<file path="config.mk">
export PLATFORM = sky130hd
export DESIGN_NAME = equalizer_dial_controller
export DESIGN_NICKNAME = d
export VERILOG_FILES = /design/src/rtl/eq_pkg.sv /design/src/rtl/ps2_arrow_decoder.sv /design/src/rtl/equalizer_dial_controller.sv
export SDC_FILE = /design/constraint.sdc
export NUM_CORES = 1
export LEC_CHECK = 0
export BUFFER_PORTS_ARGS = -buffer_cell sky130_fd_sc_hd__buf_2
export CORE_AREA = 2 2 110 112
export DETAILED_ROUTE_END_ITERATION = 6
export DIE_AREA = 0 0 112 114
export PLACE_DENSITY = 0.8
export RECOVER_POWER = 50
export SLEW_MARGIN = 5
export SYNTH_ARGS = -nofsm -noshare
export SYNTH_HDL_FRONTEND = slang
export SYNTH_SLANG_ARGS = --single-unit
</file>
<file path="constraint.sdc">
create_clock -name clk50 -period 3.9 [get_ports clk50]
set_input_delay 0.78 -clock clk50 [delete_from_list [all_inputs] [get_ports clk50]]
set_output_delay 0.78 -clock clk50 [all_outputs]
set_load 0.02 [all_outputs]
</file>
<file path="src/rtl/eq_pkg.sv">
// Shared scan codes, prefix-FSM state codes and gain type for the equalizer dial controller.
package eq_pkg;

    localparam int unsigned NBANDS = 12;
    localparam int unsigned GAIN_W = 5;
    localparam int unsigned BAND_W = 4;

    typedef logic [GAIN_W-1:0] gain_t;

    localparam gain_t GAIN_MAX   = 5'd24;
    localparam gain_t GAIN_RESET = 5'd12;

    localparam logic [7:0] SC_EXT   = 8'hE0;
    localparam logic [7:0] SC_BRK   = 8'hF0;
    localparam logic [7:0] SC_LEFT  = 8'h6B;
    localparam logic [7:0] SC_RIGHT = 8'h74;
    localparam logic [7:0] SC_UP    = 8'h75;
    localparam logic [7:0] SC_DOWN  = 8'h72;

    typedef logic [1:0] prefix_state_t;

    localparam prefix_state_t ST_IDLE    = 2'd0;
    localparam prefix_state_t ST_EXT     = 2'd1;
    localparam prefix_state_t ST_BRK     = 2'd2;
    localparam prefix_state_t ST_EXT_BRK = 2'd3;

endpackage

</file>
<file path="src/rtl/ps2_arrow_decoder.sv">
// PS/2 prefix decoder producing one-cycle arrow-key make pulses.
// TYPEMATIC_FILTER_EN: suppress typematic repeats until the matching break arrives.
module ps2_arrow_decoder
    import eq_pkg::*;
(
    input  logic       clk50,
    input  logic       reset,
    input  logic [7:0] scan_code,
    input  logic       scan_valid,
    output logic       left_c,
    output logic       right_c,
    output logic       up_c,
    output logic       down_c
);

    prefix_state_t state, state_nxt;
    logic [3:0]    arrow_c;
    logic [3:0]    make_c;
    logic [3:0]    act_c;

    // Key bit order: 0 left, 1 right, 2 up, 3 down.
    assign arrow_c = {scan_code == SC_DOWN, scan_code == SC_UP,
                      scan_code == SC_RIGHT, scan_code == SC_LEFT};

`ifdef TYPEMATIC_FILTER_EN
    logic [3:0] held, held_nxt;
    logic [3:0] brk_c;
`endif

    always_ff @(posedge clk50 or posedge reset) begin
        if (reset) begin
            state <= ST_IDLE;
`ifdef TYPEMATIC_FILTER_EN
            held  <= 4'b0;
`endif
        end else begin
            state <= state_nxt;
`ifdef TYPEMATIC_FILTER_EN
            held  <= held_nxt;
`endif
        end
    end

    always_comb begin
        state_nxt = state;
        make_c    = 4'b0;
`ifdef TYPEMATIC_FILTER_EN
        brk_c     = 4'b0;
`endif
        if (scan_valid) begin
            case (state)
                ST_IDLE: begin
                    if (scan_code == SC_EXT)      state_nxt = ST_EXT;
                    else if (scan_code == SC_BRK) state_nxt = ST_BRK;
                end
                ST_EXT: begin
                    if (scan_code == SC_BRK) begin
                        state_nxt = ST_EXT_BRK;
                    end else begin
                        state_nxt = ST_IDLE;
                        make_c    = arrow_c;
                    end
                end
                ST_BRK: state_nxt = ST_IDLE;
                default: begin
                    state_nxt = ST_IDLE;
`ifdef TYPEMATIC_FILTER_EN
                    brk_c     = arrow_c;
`endif
                end
            endcase
        end
    end

    // A make acts only for a key not already held down.
`ifdef TYPEMATIC_FILTER_EN
    always_comb begin
        act_c    = make_c & ~held;
        held_nxt = (held | act_c) & ~brk_c;
    end
`else
    assign act_c = make_c;
`endif

    assign left_c  = act_c[0];
    assign right_c = act_c[1];
    assign up_c    = act_c[2];
    assign down_c  = act_c[3];

endmodule

</file>
<file path="src/rtl/equalizer_dial_controller.sv">
// Arrow-key band/gain editor with a shadow bank committed to the 12 output dials on frame_sync.
// TYPEMATIC_FILTER_EN (in ps2_arrow_decoder): one gain step per physical key press.
module equalizer_dial_controller
    import eq_pkg::*;
(
    input  logic        clk50,
    input  logic        reset,
    input  logic [7:0]  scan_code,
    input  logic        scan_valid,
    input  logic        frame_sync,
    output logic [4:0]  dial31,
    output logic [4:0]  dial72,
    output logic [4:0]  dial150,
    output logic [4:0]  dial250,
    output logic [4:0]  dial440,
    output logic [4:0]  dial630,
    output logic [4:0]  dial1000,
    output logic [4:0]  dial2500,
    output logic [4:0]  dial5000,
    output logic [4:0]  dial8000,
    output logic [4:0]  dial14000,
    output logic [4:0]  dial20000,
    output logic [3:0]  sel_band,
    output logic        pending
);

    localparam logic [BAND_W-1:0] BAND_LAST = BAND_W'(NBANDS - 1);

    logic              left_c, right_c, up_c, down_c;
    gain_t             dial_shadow [NBANDS];
    gain_t             dial_out    [NBANDS];
    gain_t             gain_cur_c, gain_nxt_c;
    logic              gain_chg_c;
    logic [BAND_W-1:0] sel_nxt_c;

    ps2_arrow_decoder u_decoder (
        .clk50      (clk50),
        .reset      (reset),
        .scan_code  (scan_code),
        .scan_valid (scan_valid),
        .left_c     (left_c),
        .right_c    (right_c),
        .up_c       (up_c),
        .down_c     (down_c)
    );

    // Band select wraps both ways; gain steps saturate and a saturated step is not a change.
    always_comb begin
        sel_nxt_c  = sel_band;
        gain_cur_c = dial_shadow[sel_band];
        gain_nxt_c = gain_cur_c;
        gain_chg_c = 1'b0;
        if (left_c) begin
            sel_nxt_c = (sel_band == '0) ? BAND_LAST : sel_band - BAND_W'(1);
        end else if (right_c) begin
            sel_nxt_c = (sel_band == BAND_LAST) ? '0 : sel_band + BAND_W'(1);
        end else if (up_c && gain_cur_c != GAIN_MAX) begin
            gain_nxt_c = gain_cur_c + GAIN_W'(1);
            gain_chg_c = 1'b1;
        end else if (down_c && gain_cur_c != '0) begin
            gain_nxt_c = gain_cur_c - GAIN_W'(1);
            gain_chg_c = 1'b1;
        end
    end

    // Outputs capture the pre-edit shadow, so an edit on a frame_sync edge waits one frame.
    always_ff @(posedge clk50 or posedge reset) begin
        if (reset) begin
            sel_band <= '0;
            pending  <= 1'b0;
            for (int i = 0; i < NBANDS; i++) begin
                dial_shadow[i] <= GAIN_RESET;
                dial_out[i]    <= GAIN_RESET;
            end
        end else begin
            sel_band <= sel_nxt_c;
            pending  <= gain_chg_c | (pending & ~frame_sync);
            if (gain_chg_c) dial_shadow[sel_band] <= gain_nxt_c;
            if (frame_sync) dial_out <= dial_shadow;
        end
    end

    assign dial31    = dial_out[0];
    assign dial72    = dial_out[1];
    assign dial150   = dial_out[2];
    assign dial250   = dial_out[3];
    assign dial440   = dial_out[4];
    assign dial630   = dial_out[5];
    assign dial1000  = dial_out[6];
    assign dial2500  = dial_out[7];
    assign dial5000  = dial_out[8];
    assign dial8000  = dial_out[9];
    assign dial14000 = dial_out[10];
    assign dial20000 = dial_out[11];

endmodule

</file>
==> results of run 1 <==
## placed cells by master (no fill, tap or decap), types with 2 or more instances in the layout
master,n
nor2b_1,3
nand4b_1,8
mux4_1,3
buf_2,75
ha_1,7
dfstp_2,48
mux2_4,5
nand2_1,14
clkbuf_16,17
mux4_2,10
mux2_1,13
nand3_1,4
clkbuf_8,4
o21ai_0,7
dfrtp_1,79
a22o_1,3
and4b_1,5
nor2_1,13
inv_1,6
nand4_1,2
bufinv_16,4
a22oi_1,2
and3_1,3
clkinvlp_4,2
nand2_2,5
clkinv_4,2
and3b_1,2
a32o_1,2
buf_4,11
o31a_1,2
a21oi_1,6
clkbuf_1,5
mux2i_1,2
mux2_2,105
nand2b_1,2
## critical path: cells and delay by family (launching register included)
family	cells	cell delay [ns]
flip-flops	1	0.50
AO/OA/AOI/OAI	3	0.57
multiplexers	2	0.98
AND/OR/NAND/NOR	3	0.89
buffers and inverters	1	0.35
adder cells (fa/ha/maj)	1	0.18
## per-layer routing
metal | vias up | routed length [um] | share of wire (%)
met5 | - | 0 | 0
met4 | 0 | 374 | 2.8
met3 | 29 | 685 | 5.1
met2 | 125 | 6540 | 49
met1 | 1934 | 5790 | 43
li1 | 1703 | - | -
## metrics by stage
| step | util, % | worst slack, ns | hold slack [ns] | power [mW] |
|---|---|---|---|---|
| 2_1_floorplan | - | 0.180 | 0.472 | 1.39 |
| 3_3_place_gp | 55.5 | 0.452 | 0.485 | 1.40 |
| 3_5_place_dp | 55.5 | 0.348 | 0.491 | 1.41 |
| 4_1_cts | 61.0 | 0.310 | 0.503 | 3.11 |
| 5_1_grt | 60.9 | 0.0785 | 0.518 | 3.17 |
| 6_report | 60.9 | 0.305 | 0.499 | 3.09 |
## worst max-delay path by stage
| stage | to | slack (ns) | cells after the start |
|---|---|---|---|
| 2_1_floorplan | dial_shadow[15] | 0.18 | 13 |
| 3_3_place_gp | dial_shadow[26] | 0.45 | 10 |
| 3_5_place_dp | dial_shadow[26] | 0.35 | 10 |
| 4_1_cts | dial_shadow[29] | 0.31 | 10 |
| 5_1_grt | dial_shadow[29] | 0.08 | 10 |
| 6_report | dial_shadow[29] | 0.30 | 10 |
## kinds of logic (layout without fill, tap and decap cells)
logic type,Yosys count,after routing,share of synthesized area [%]
AND/OR/NAND/NOR,72,72,7.89
AO/OA/AOI/OAI,35,35,4.46
adder cells (fa/ha/maj),7,7,1.47
flip-flops,127,127,54.4
XOR/XNOR,2,2,0.294
multiplexers,138,138,29.0
buffers and inverters,28,127,2.44
## report_power, final
part | internal [mW] | switching, mW | leakage, nW
Sequential | 1.32 | 0.000135 | 1.60
Clock | 1.14 | 0.567 | 0.307
Combinational | 0.0173 | 0.0433 | 1.63
## area by class of cell
cell class,instances,area [um^2]
multi-input cells,254,2570
clock buffers,24,492
well taps,147,184
repair buffers,88,465
flip-flops and latches,127,3240
inverters,7,27.5
fillers,900,4580
clock inverters,8,153
==> run_results.csv, run 1 <==
group,metric,value,unit
critical_path,timing.critical_path.arrival,3.90,ns
synth,postSynthCellCount,409,
sta,final-setup-viol-count,0,
worst_hold_path,min_path_cells,1,
synth,leading_cell_types_by_total_area_after_synthesis,"dfrtp_1 (33%), dfstp_2 (21%), mux2_2 (20%), mux4_2 (3.8%), mux2_1 (2.3%)",
detailed_routing,drt-vias-per-instance,5.79,
global_route,gr-total-overflow,0,
synth,post_synth_most_frequent_cells,"mux2_2 (106), dfrtp_1 (79), dfstp_2 (48)",
placement,hpwlAfterDp,9.32,mm
detailed_routing,drc_errors,0,
sta,timing.final.max_slew_violations,167,
synth,synth.yosys.warnings,0,
clocking,clock_insertion_delay_worst_skew,0.42,ns
clocking,clock_tree_from_tritoncts,"done",
run,maxCapViolCount,2,
clocking,cts_made_buffers,17,
critical_path,crit_path_top_delay_cell,"mux4_2",
floorplanning,floorplan.die.width,112,um
floorplanning,initial_core_utilization,50.8,%
critical_path,crit_path_start_kind,"flip-flop",
power_and_ir_drop,peakVddDrop,0.000330,V
global_route,grt_first_pass_wirelength,21.7,mm
cells_and_area,postLayoutCellArea,7130,um^2
global_route,gr-usage-met1,29.4,%
clocking,cts.reportedPaths.clkPinSlew,0.06,ns
clocking,clock_path_buffers,2,
synth,yosysUniqueCellTypes,57,
synth,ys_dominant_reg_cell,"dfrtp_1",
synth,sequential_element_share_of_the_synthesized_area,54.4,%
critical_path,cp_max_fo,19,
detailed_routing,pre_antenna_drt_iters,4,
power_and_ir_drop,power_density_over_cell_area,433,nW/um^2
cells_and_area,layout-area-overhead-vs-synth,19.8,%
clocking,cts_root_buf,"clkbuf_16",
critical_path,worstReg2RegEnd,"dial_shadow[29]",
sta,fin_tns_setup,0,ns
critical_path,endpoint_kind,"flip-flop",
sta,slew_headroom,-77.4,%
worst_hold_path,hp-class,"flip-flop to flip-flop",
placement,dpl-instance-area,6500,um^2
cells_and_area,regMostFlops,"dial_shadow",
global_route,groute.layer.met3.usage,6.00,%
sta,hold_violations,0,
placement,place.detailed.instances,623,
cells_and_area,n_antenna_cell,0,
clocking,post_cts_resize_count,0,
sta,post-route-min-period,3.60,ns
global_route,globalRouteMet2Util,35.3,%
placement,gpl.final_weighted_congestion,0.919,
sta,rsz_0062_raised_after_global_routing,"false",
critical_path,worst-setup-path-type,"flip-flop to flip-flop",
cells_and_area,largest_register_ffs,60,
floorplanning,core_region_area,11700,um^2
synth,synthesis_stage_register_bit_count,127,
clocking,clock_sink_count,127,
critical_path,r2r_cells,10,
detailed_routing,detail_route.wl_per_cell,20.4,um
synth,proportion_of_synthesized_flip_flops_having_asynchronous_set_or_reset,100,%
synth,syn_avg_cell_area,14.5,um^2
global_route,grt_start_max_net_pins,128,
sta,final_period_util,92.2,%
run_status,outcome,"complete, but fails checks",
detailed_routing,route.final.wire_length,13.4,mm
clocking,h-tree-depth,4,
global_route,grt_usage,22.5,%
synth,post_synthesis_instance_area,5950,um^2
critical_path,max_stage_delay,0.59,ns
floorplanning,num_io_pins,77,
global_route,via_count_of_the_first_global_routing_pass,4030,
critical_path,worst_setup_path_startpoint,"sel_band[0]",
sta,worst_slew_pin_slew,2.66,ns
critical_path,regToRegStartpoint,"sel_band[0]",
run_status,failing_checks,"capacitance limit, slew limit",
cells_and_area,finish.cell_count_without_fillers,655,
detailed_routing,drt_first_iter_violations,227,
synth,most_common_cell_in_the_netlist,"mux2_2",
global_route,globalRoute.busiestLayer,"met2",
floorplanning,area_enclosed_by_the_die_boundary,12800,um^2
sta,timing.fmax,278,MHz
cells_and_area,num-nets-final,514,
clocking,cts_hold_buffers,0,
critical_path,setup_slack_on_the_worst_flop_to_flop_path,0.30,ns
placement,port_buffers,76,
clocking,cts_post_setup_buffers_inserted,0,
floorplanning,std_cell_rows,40,
detailed_routing,routed-via-count,3791,
synth,number_of_enable_type_register_cells_in_the_synthesized_netlist,0,
worst_hold_path,min_to,"dial20000[1]",
global_route,antenna_found_initial,0,
power_and_ir_drop,power.static_leakage,3.54,nW
synth,synth_top_area_share,33.2,%
cells_and_area,ratio_of_cells_with_drive_above_1_in_the_final_layout,58.7,%
detailed_routing,drtAntennaViolNets,0,
floorplanning,die_y,114,um
synth,synth_largest_area_cell,"dfrtp_1",
critical_path,crit_chain,"buf_4 -> mux4_2 -> a21oi_1 -> ha_1 -> a21boi_2 -> o31ai_1 -> nor4_4 -> nor2_2 -> nand4b_1 -> mux2_2",
sta,clock_skew,0.00874,ns
worst_hold_path,hold_path_startpoint,"dial20000[1]",
synth,synth_fp_nets,428,
critical_path,timing.critical_path.required,4.21,ns
Power figures use the tool's default switching activity.
==> run 2: changes to the inputs <==
--- a/config.mk
+++ b/config.mk
@@ -11,6 +11,7 @@
 export DIE_AREA = 0 0 112 114
 export PLACE_DENSITY = 0.8
 export RECOVER_POWER = 50
+export REMOVE_ABC_BUFFERS = 1
 export SLEW_MARGIN = 5
 export SYNTH_ARGS = -nofsm -noshare
 export SYNTH_HDL_FRONTEND = slang
==> run_results.csv, run 2 (synthesis results as in run 1) <==
group,metric,value,unit
critical_path,crit_chain,"buf_12 -> mux4_1 -> a22o_1 -> a21oi_1 -> ha_1 -> a21boi_2 -> o31ai_1 -> o21a_1 -> a22oi_1 -> xor2_1 -> mux2_2",
floorplanning,num_io_pins,77,
worst_hold_path,hp-class,"flip-flop to flip-flop",
detailed_routing,route.final.wire_length,13.1,mm
floorplanning,core_region_area,11700,um^2
placement,hpwlAfterDp,8.93,mm
sta,final-setup-viol-count,0,
placement,port_buffers,76,
run_status,failing_checks,"capacitance limit, slew limit",
sta,slew_headroom,-73.1,%
floorplanning,floorplan.die.width,112,um
critical_path,cp_max_fo,17,
detailed_routing,detail_route.wl_per_cell,20.0,um
clocking,clock_insertion_delay_worst_skew,0.41,ns
cells_and_area,num-nets-final,512,
global_route,via_count_of_the_first_global_routing_pass,4016,
clocking,cts_post_setup_buffers_inserted,0,
cells_and_area,largest_register_ffs,60,
cells_and_area,final_cell_mix,"mux2_2 (105), dfrtp_1 (79), buf_2 (69), dfstp_2 (48), clkbuf_16 (17)",
clocking,h-tree-depth,4,
critical_path,timing.critical_path.arrival,3.95,ns
critical_path,worst-setup-path-type,"flip-flop to flip-flop",
cells_and_area,nFillCells,904,
global_route,gr-total-overflow,0,
cells_and_area,layout_commonest_cell,"mux2_2",
global_route,grt_start_max_net_pins,70,
cells_and_area,ratio_of_cells_with_drive_above_1_in_the_final_layout,57.1,%
sta,hold_violations,0,
sta,post-route-min-period,3.60,ns
clocking,clock_tree_from_tritoncts,"done",
floorplanning,initial_core_utilization,50.8,%
clocking,cts.reportedPaths.clkPinSlew,0.05,ns
placement,dp_slack,0.368,ns
clocking,clock_path_buffers,2,
detailed_routing,drt-vias-per-instance,5.87,
detailed_routing,drtAntennaViolNets,0,
floorplanning,area_enclosed_by_the_die_boundary,12800,um^2
cells_and_area,n_antenna_cell,0,
detailed_routing,routed-via-count,3835,
run,maxCapViolCount,2,
sta,worst_slew_pin_slew,2.59,ns
detailed_routing,drt_first_iter_violations,160,
sta,timing.fmax,277,MHz
global_route,grt_usage,22.2,%
clocking,clock_sink_count,127,
placement,gpl.final_weighted_congestion,0.892,
critical_path,cp.buffers_inverters,1,
run_status,outcome,"complete, but fails checks",
detailed_routing,pre_antenna_drt_iters,4,
critical_path,max_stage_delay,0.70,ns
sta,timing.final.max_slew_violations,69,
critical_path,timing.critical_path.required,4.25,ns
cells_and_area,finalCoreUtilization,60.4,%
global_route,grt_first_pass_wirelength,21.8,mm
detailed_routing,drc_errors,0,
power_and_ir_drop,peakVddDrop,0.000266,V
floorplanning,die_y,114,um
clocking,post_cts_resize_count,0,
sta,final_period_util,92.4,%
floorplanning,std_cell_rows,40,
power_and_ir_drop,power.static_leakage,3.51,nW
sta,worst_setup_slack_final,0.296,ns
clocking,cts_made_buffers,17,
placement,dpl-instance-area,6500,um^2
clocking,cts_hold_buffers,0,
critical_path,endpoint_kind,"flip-flop",
clocking,cts_root_buf,"clkbuf_16",
global_route,antenna_found_initial,1,
sta,clock_skew,0.00572,ns
sta,rsz_0062_raised_after_global_routing,"false",
critical_path,path_delay_family,"compound AO/OA/AOI/OAI gates",
critical_path,crit_path_top_delay_cell,"xor2_1",
power_and_ir_drop,power_density_over_cell_area,416,nW/um^2
cells_and_area,regMostFlops,"dial_shadow",
cells_and_area,postLayoutCellArea,7080,um^2
cells_and_area,layout-area-overhead-vs-synth,18.9,%
critical_path,crit_path_start_kind,"flip-flop",
[run 2: per-layer routing]
metal  global-route usage [%]  share of wire (%)  up-vias
li1                         -                  -     1699
met1                     28.9                 43     1995
met2                     36.2                 50      117
met3                     5.26                4.6       22
met4                     9.27                2.0        2
met5                        0              0.099        -
[run 2: per-stage QoR]
stage | power, mW | hold slack, ns | TNS, ns | instances
after floorplan | 1.37 | 0.472 | -26.85 | 388
after global placement | 1.41 | 0.459 | 0 | 621
after detailed placement | 1.41 | 0.466 | 0 | 621
after CTS | 2.98 | 0.487 | 0 | 653
after global routing | 3.04 | 0.519 | 0 | 653
final | 2.94 | 0.483 | 0 | 653
[run 2: worst paths after layout]
kind	startpoint	to	slack (ns)	cells after the start
max	sel_band[0]	dial_shadow[22]	0.30	11
min	pending	pending	0.48	1
max reg2reg	sel_band[0]	dial_shadow[22]	0.30	11
min reg2reg	pending	pending	0.48	1
max in group asynchronous	reset	dial31[0]	1.15	2
min in group asynchronous	reset	dial1000[4]	1.28	2
[run 2: power breakdown]
group	internal, mW	switching, mW
combinational	0.0188	0.0444
clock	1.02	0.539
sequential	1.32	0.000109
[run 2: cell type report]
cell class,instances,area (um^2),share of cell area [%]
sequential,127,3240,45.8
multi-input combinational,254,2570,36.3
clock buffer,26,509,7.20
timing repair buffer,86,472,6.67
tap,147,184,2.60
clock inverter,6,80.1,1.13
inverter,7,26.3,0.371
==> run 3: changes to the inputs <==
--- a/config.mk
+++ b/config.mk
@@ -5,11 +5,12 @@
 export SDC_FILE = /design/constraint.sdc
 export NUM_CORES = 1
 export LEC_CHECK = 0
+export ABC_AREA = 1
 export BUFFER_PORTS_ARGS = -buffer_cell sky130_fd_sc_hd__buf_2
-export CORE_AREA = 2 2 110 112
+export CORE_AREA = 2 2 113 115
 export DETAILED_ROUTE_END_ITERATION = 6
-export DIE_AREA = 0 0 112 114
-export PLACE_DENSITY = 0.8
+export DIE_AREA = 0 0 115 117
+export PLACE_DENSITY = 0.81
 export RECOVER_POWER = 50
 export REMOVE_ABC_BUFFERS = 1
 export SLEW_MARGIN = 5
==> run_results.csv, run 3 <==
group,metric,value,unit
critical_path,crit_path_top_delay_cell,"dfrtp_1",
sta,holdWs,0.462,ns
run_status,failing_checks,"capacitance limit, slew limit",
clocking,cts_hold_buffers,0,
critical_path,crit_path_start_kind,"flip-flop",
clocking,post_cts_resize_count,0,
synth,synth.yosys.warnings,0,
floorplanning,core_region_area,12300,um^2
clocking,clock_insertion_delay_worst_skew,0.42,ns
sta,timing.fmax,343,MHz
cells_and_area,finalCoreUtilization,60.8,%
clocking,cts_made_buffers,17,
detailed_routing,detail_route.wl_per_cell,14.6,um
sta,fin_tns_setup,0,ns
placement,port_buffers,76,
cells_and_area,largest_register_ffs,60,
cells_and_area,postLayoutCellArea,7480,um^2
placement,place.detailed.instances,1021,
power_and_ir_drop,power_density_over_cell_area,483,nW/um^2
critical_path,max_stage_delay,0.69,ns
global_route,grt_usage,24.1,%
power_and_ir_drop,p_switching,0.947,mW
floorplanning,floorplan.die.width,115,um
synth,post_synth_most_frequent_cells,"nand2_1 (250), inv_1 (100), nor2_1 (86)",
power_and_ir_drop,netSwitchingFraction,26.2,%
clocking,h-tree-depth,4,
floorplanning,num_io_pins,77,
synth,proportion_of_synthesized_flip_flops_having_asynchronous_set_or_reset,100,%
sta,clock_skew,0.00840,ns
floorplanning,area_enclosed_by_the_die_boundary,13500,um^2
critical_path,cp.buffers_inverters,3,
cells_and_area,num-nets-final,909,
power_and_ir_drop,sequentialPowerShare,39.1,%
cells_and_area,n_antenna_cell,0,
clocking,clock_tree_from_tritoncts,"done",
synth,postSynthCellCount,817,
global_route,antenna_found_initial,0,
worst_hold_path,hp-class,"flip-flop to flip-flop",
cells_and_area,layout_commonest_cell,"nand2_1",
critical_path,most_repeated_library_cell_on_the_critical_path,"nand2_1",
sta,worst_slew_pin_slew,1.76,ns
synth,ys_dominant_reg_cell,"dfrtp_1",
synth,syn_avg_cell_area,7.82,um^2
synth,sequential_element_share_of_the_synthesized_area,50.7,%
synth,post_synthesis_instance_area,6390,um^2
sta,post-route-min-period,2.91,ns
power_and_ir_drop,report.power.total,3.62,mW
floorplanning,initial_core_utilization,51.9,%
clocking,cts_post_setup_buffers_inserted,0,
placement,gpl.final_weighted_congestion,0.954,
global_route,gr-total-overflow,0,
run,maxCapViolCount,1,
detailed_routing,routed-via-count,5511,
clocking,cts.reportedPaths.clkPinSlew,0.05,ns
run_status,outcome,"complete, but fails checks",
power_and_ir_drop,share_comb_of_total_power,14.2,%
sta,final-setup-viol-count,0,
synth,synthesis_stage_register_bit_count,127,
power_and_ir_drop,power_internal,2.67,mW
critical_path,timing.critical_path.required,4.20,ns
sta,final_period_util,74.7,%
placement,hpwlAfterDp,10.6,mm
critical_path,path_delay_family,"simple AND/OR/NAND/NOR gates",
global_route,grt_start_max_net_pins,96,
placement,dp_slack,1.07,ns
detailed_routing,drt_first_iter_violations,516,
detailed_routing,drc_errors,0,
critical_path,crit_chain,"buf_4 -> nand2_1 -> nand3_1 -> nand2_1 -> nand2_1 -> nand2_1 -> nor2_2 -> ha_1 -> inv_1 -> nor2_1 -> nand2_2 -> nand2_2 -> inv_2 -> nand2_1 -> nand2_1 -> nand2_1 -> nand2_2 -> nand2_1 -> nand2_1",
sta,worst_setup_slack_final,0.986,ns
detailed_routing,route.final.wire_length,15.3,mm
sta,slew_headroom,-17.3,%
cells_and_area,ratio_of_cells_with_drive_above_1_in_the_final_layout,22.9,%
cells_and_area,finish.cell_count_without_fillers,1053,
cells_and_area,final_cell_mix,"nand2_1 (250), inv_1 (99), nor2_1 (86), dfrtp_1 (79), buf_2 (75)",
global_route,grt_first_pass_wirelength,25.2,mm
global_route,via_count_of_the_first_global_routing_pass,5110,
clocking,clock_sink_count,127,
critical_path,cp_max_fo,13,
clocking,clock_path_buffers,2,
critical_path,worst-setup-path-type,"flip-flop to flip-flop",
clocking,cts_root_buf,"clkbuf_16",
critical_path,timing.critical_path.arrival,3.21,ns
synth,leading_cell_types_by_total_area_after_synthesis,"dfrtp_1 (31%), dfstp_2 (20%), nand2_1 (15%), inv_1 (5.9%), nor2_1 (5.1%)",
floorplanning,die_y,117,um
synth,synth_top_area_share,31.0,%
detailed_routing,drt-vias-per-instance,5.23,
power_and_ir_drop,share_clk_of_total_power,46.7,%
sta,hold_violations,0,
detailed_routing,pre_antenna_drt_iters,5,
cells_and_area,layout-area-overhead-vs-synth,17.1,%
synth,synth_largest_area_cell,"dfrtp_1",
floorplanning,std_cell_rows,41,
synth,most_common_cell_in_the_netlist,"nand2_1",
detailed_routing,drtAntennaViolNets,0,
synth,yosysUniqueCellTypes,35,
synth,number_of_enable_type_register_cells_in_the_synthesized_netlist,0,
power_and_ir_drop,peakVddDrop,0.000336,V
power_and_ir_drop,power.static_leakage,3.61,nW
placement,dpl-instance-area,6860,um^2
sta,timing.final.max_slew_violations,44,
cells_and_area,regMostFlops,"dial_shadow",
critical_path,endpoint_kind,"flip-flop",
sta,rsz_0062_raised_after_global_routing,"false",
==> run 3: cell count changes in the layout (fill, tap and decap cells not counted), moves of 9 or more <==
cell / previous run / this run
o21ai_0: 7 / 16
nand3_1: 4 / 55
inv_1: 7 / 99
nor2_1: 13 / 86
mux2_1: 13 / 0
mux2_2: 105 / 2
nor2_2: 1 / 12
o21ai_1: 0 / 11
mux4_2: 10 / 0
nand2_1: 14 / 250
inv_2: 0 / 10
a21oi_1: 6 / 63
==> run 3: path summary, 6_finish.rpt <==
| path | startpoint | endpoint | slack, ns | cells past startpoint |
|---|---|---|---|---|
| setup / recovery | sel_band[0] | dial_shadow[49] | 0.99 | 19 |
| hold / removal | dial_shadow[58] | dial_shadow[58] | 0.46 | 2 |
| setup reg to reg | sel_band[0] | dial_shadow[49] | 0.99 | 19 |
| hold reg to reg | dial_shadow[58] | dial_shadow[58] | 0.46 | 2 |
| min in group asynchronous | reset | dial2500[4] | 0.67 | 2 |
| max in group asynchronous | reset | dial5000[0] | 1.29 | 3 |
==> run 3: power groups by stage <==
| stage | logic, mW | clock network [mW] | registers [mW] |
|---|---|---|---|
| 6_report | 0.514 | 1.69 | 1.41 |
| 5_1_grt | 0.572 | 1.77 | 1.42 |
| 3_3_place_gp | 0.505 | 0 | 1.43 |
| 4_1_cts | 0.514 | 1.71 | 1.41 |
| 3_5_place_dp | 0.510 | 0 | 1.43 |
| 2_1_floorplan | 0.285 | 0 | 1.48 |
==> run 3: cell families after synthesis <==
| logic type | Yosys count | share of synthesized area [%] |
|---|---|---|
| xor+xnor | 2 | 0.274 |
| fa+ha+maj | 7 | 1.37 |
| compound gates | 99 | 8.07 |
| mux | 3 | 0.509 |
| buf+inv | 141 | 9.74 |
| flops | 127 | 50.7 |
| simple gates | 438 | 29.3 |
==> run 3: area by class of cell <==
class,count,area [um^2]
Fill cell,1069,4830
Sequential cell,127,3240
Multi-Input combinational cell,549,2530
Clock buffer,28,547
Timing Repair Buffer,83,457
Inverter,112,429
Tap cell,150,188
Clock inverter,4,95.1
==> run 3: worst min-delay path: cells and delay by family (launching register included) <==
| kind | cells | cell delay [ns] |
|---|---|---|
| flip-flops | 1 | 0.36 |
| AND/OR/NAND/NOR | 2 | 0.09 |
==> run 3: layer usage <==
metal / vias up / part of all wire (%) / wire [um] / GRT usage [%]
met2: 213 / 46 / 6990 / 36.9
met1: 2569 / 46 / 7090 / 33.8
li1: 2695 / - / - / -
met5: - / 0 / 0 / 0
met3: 34 / 6.0 / 919 / 5.66
met4: 0 / 2.3 / 348 / 8.76
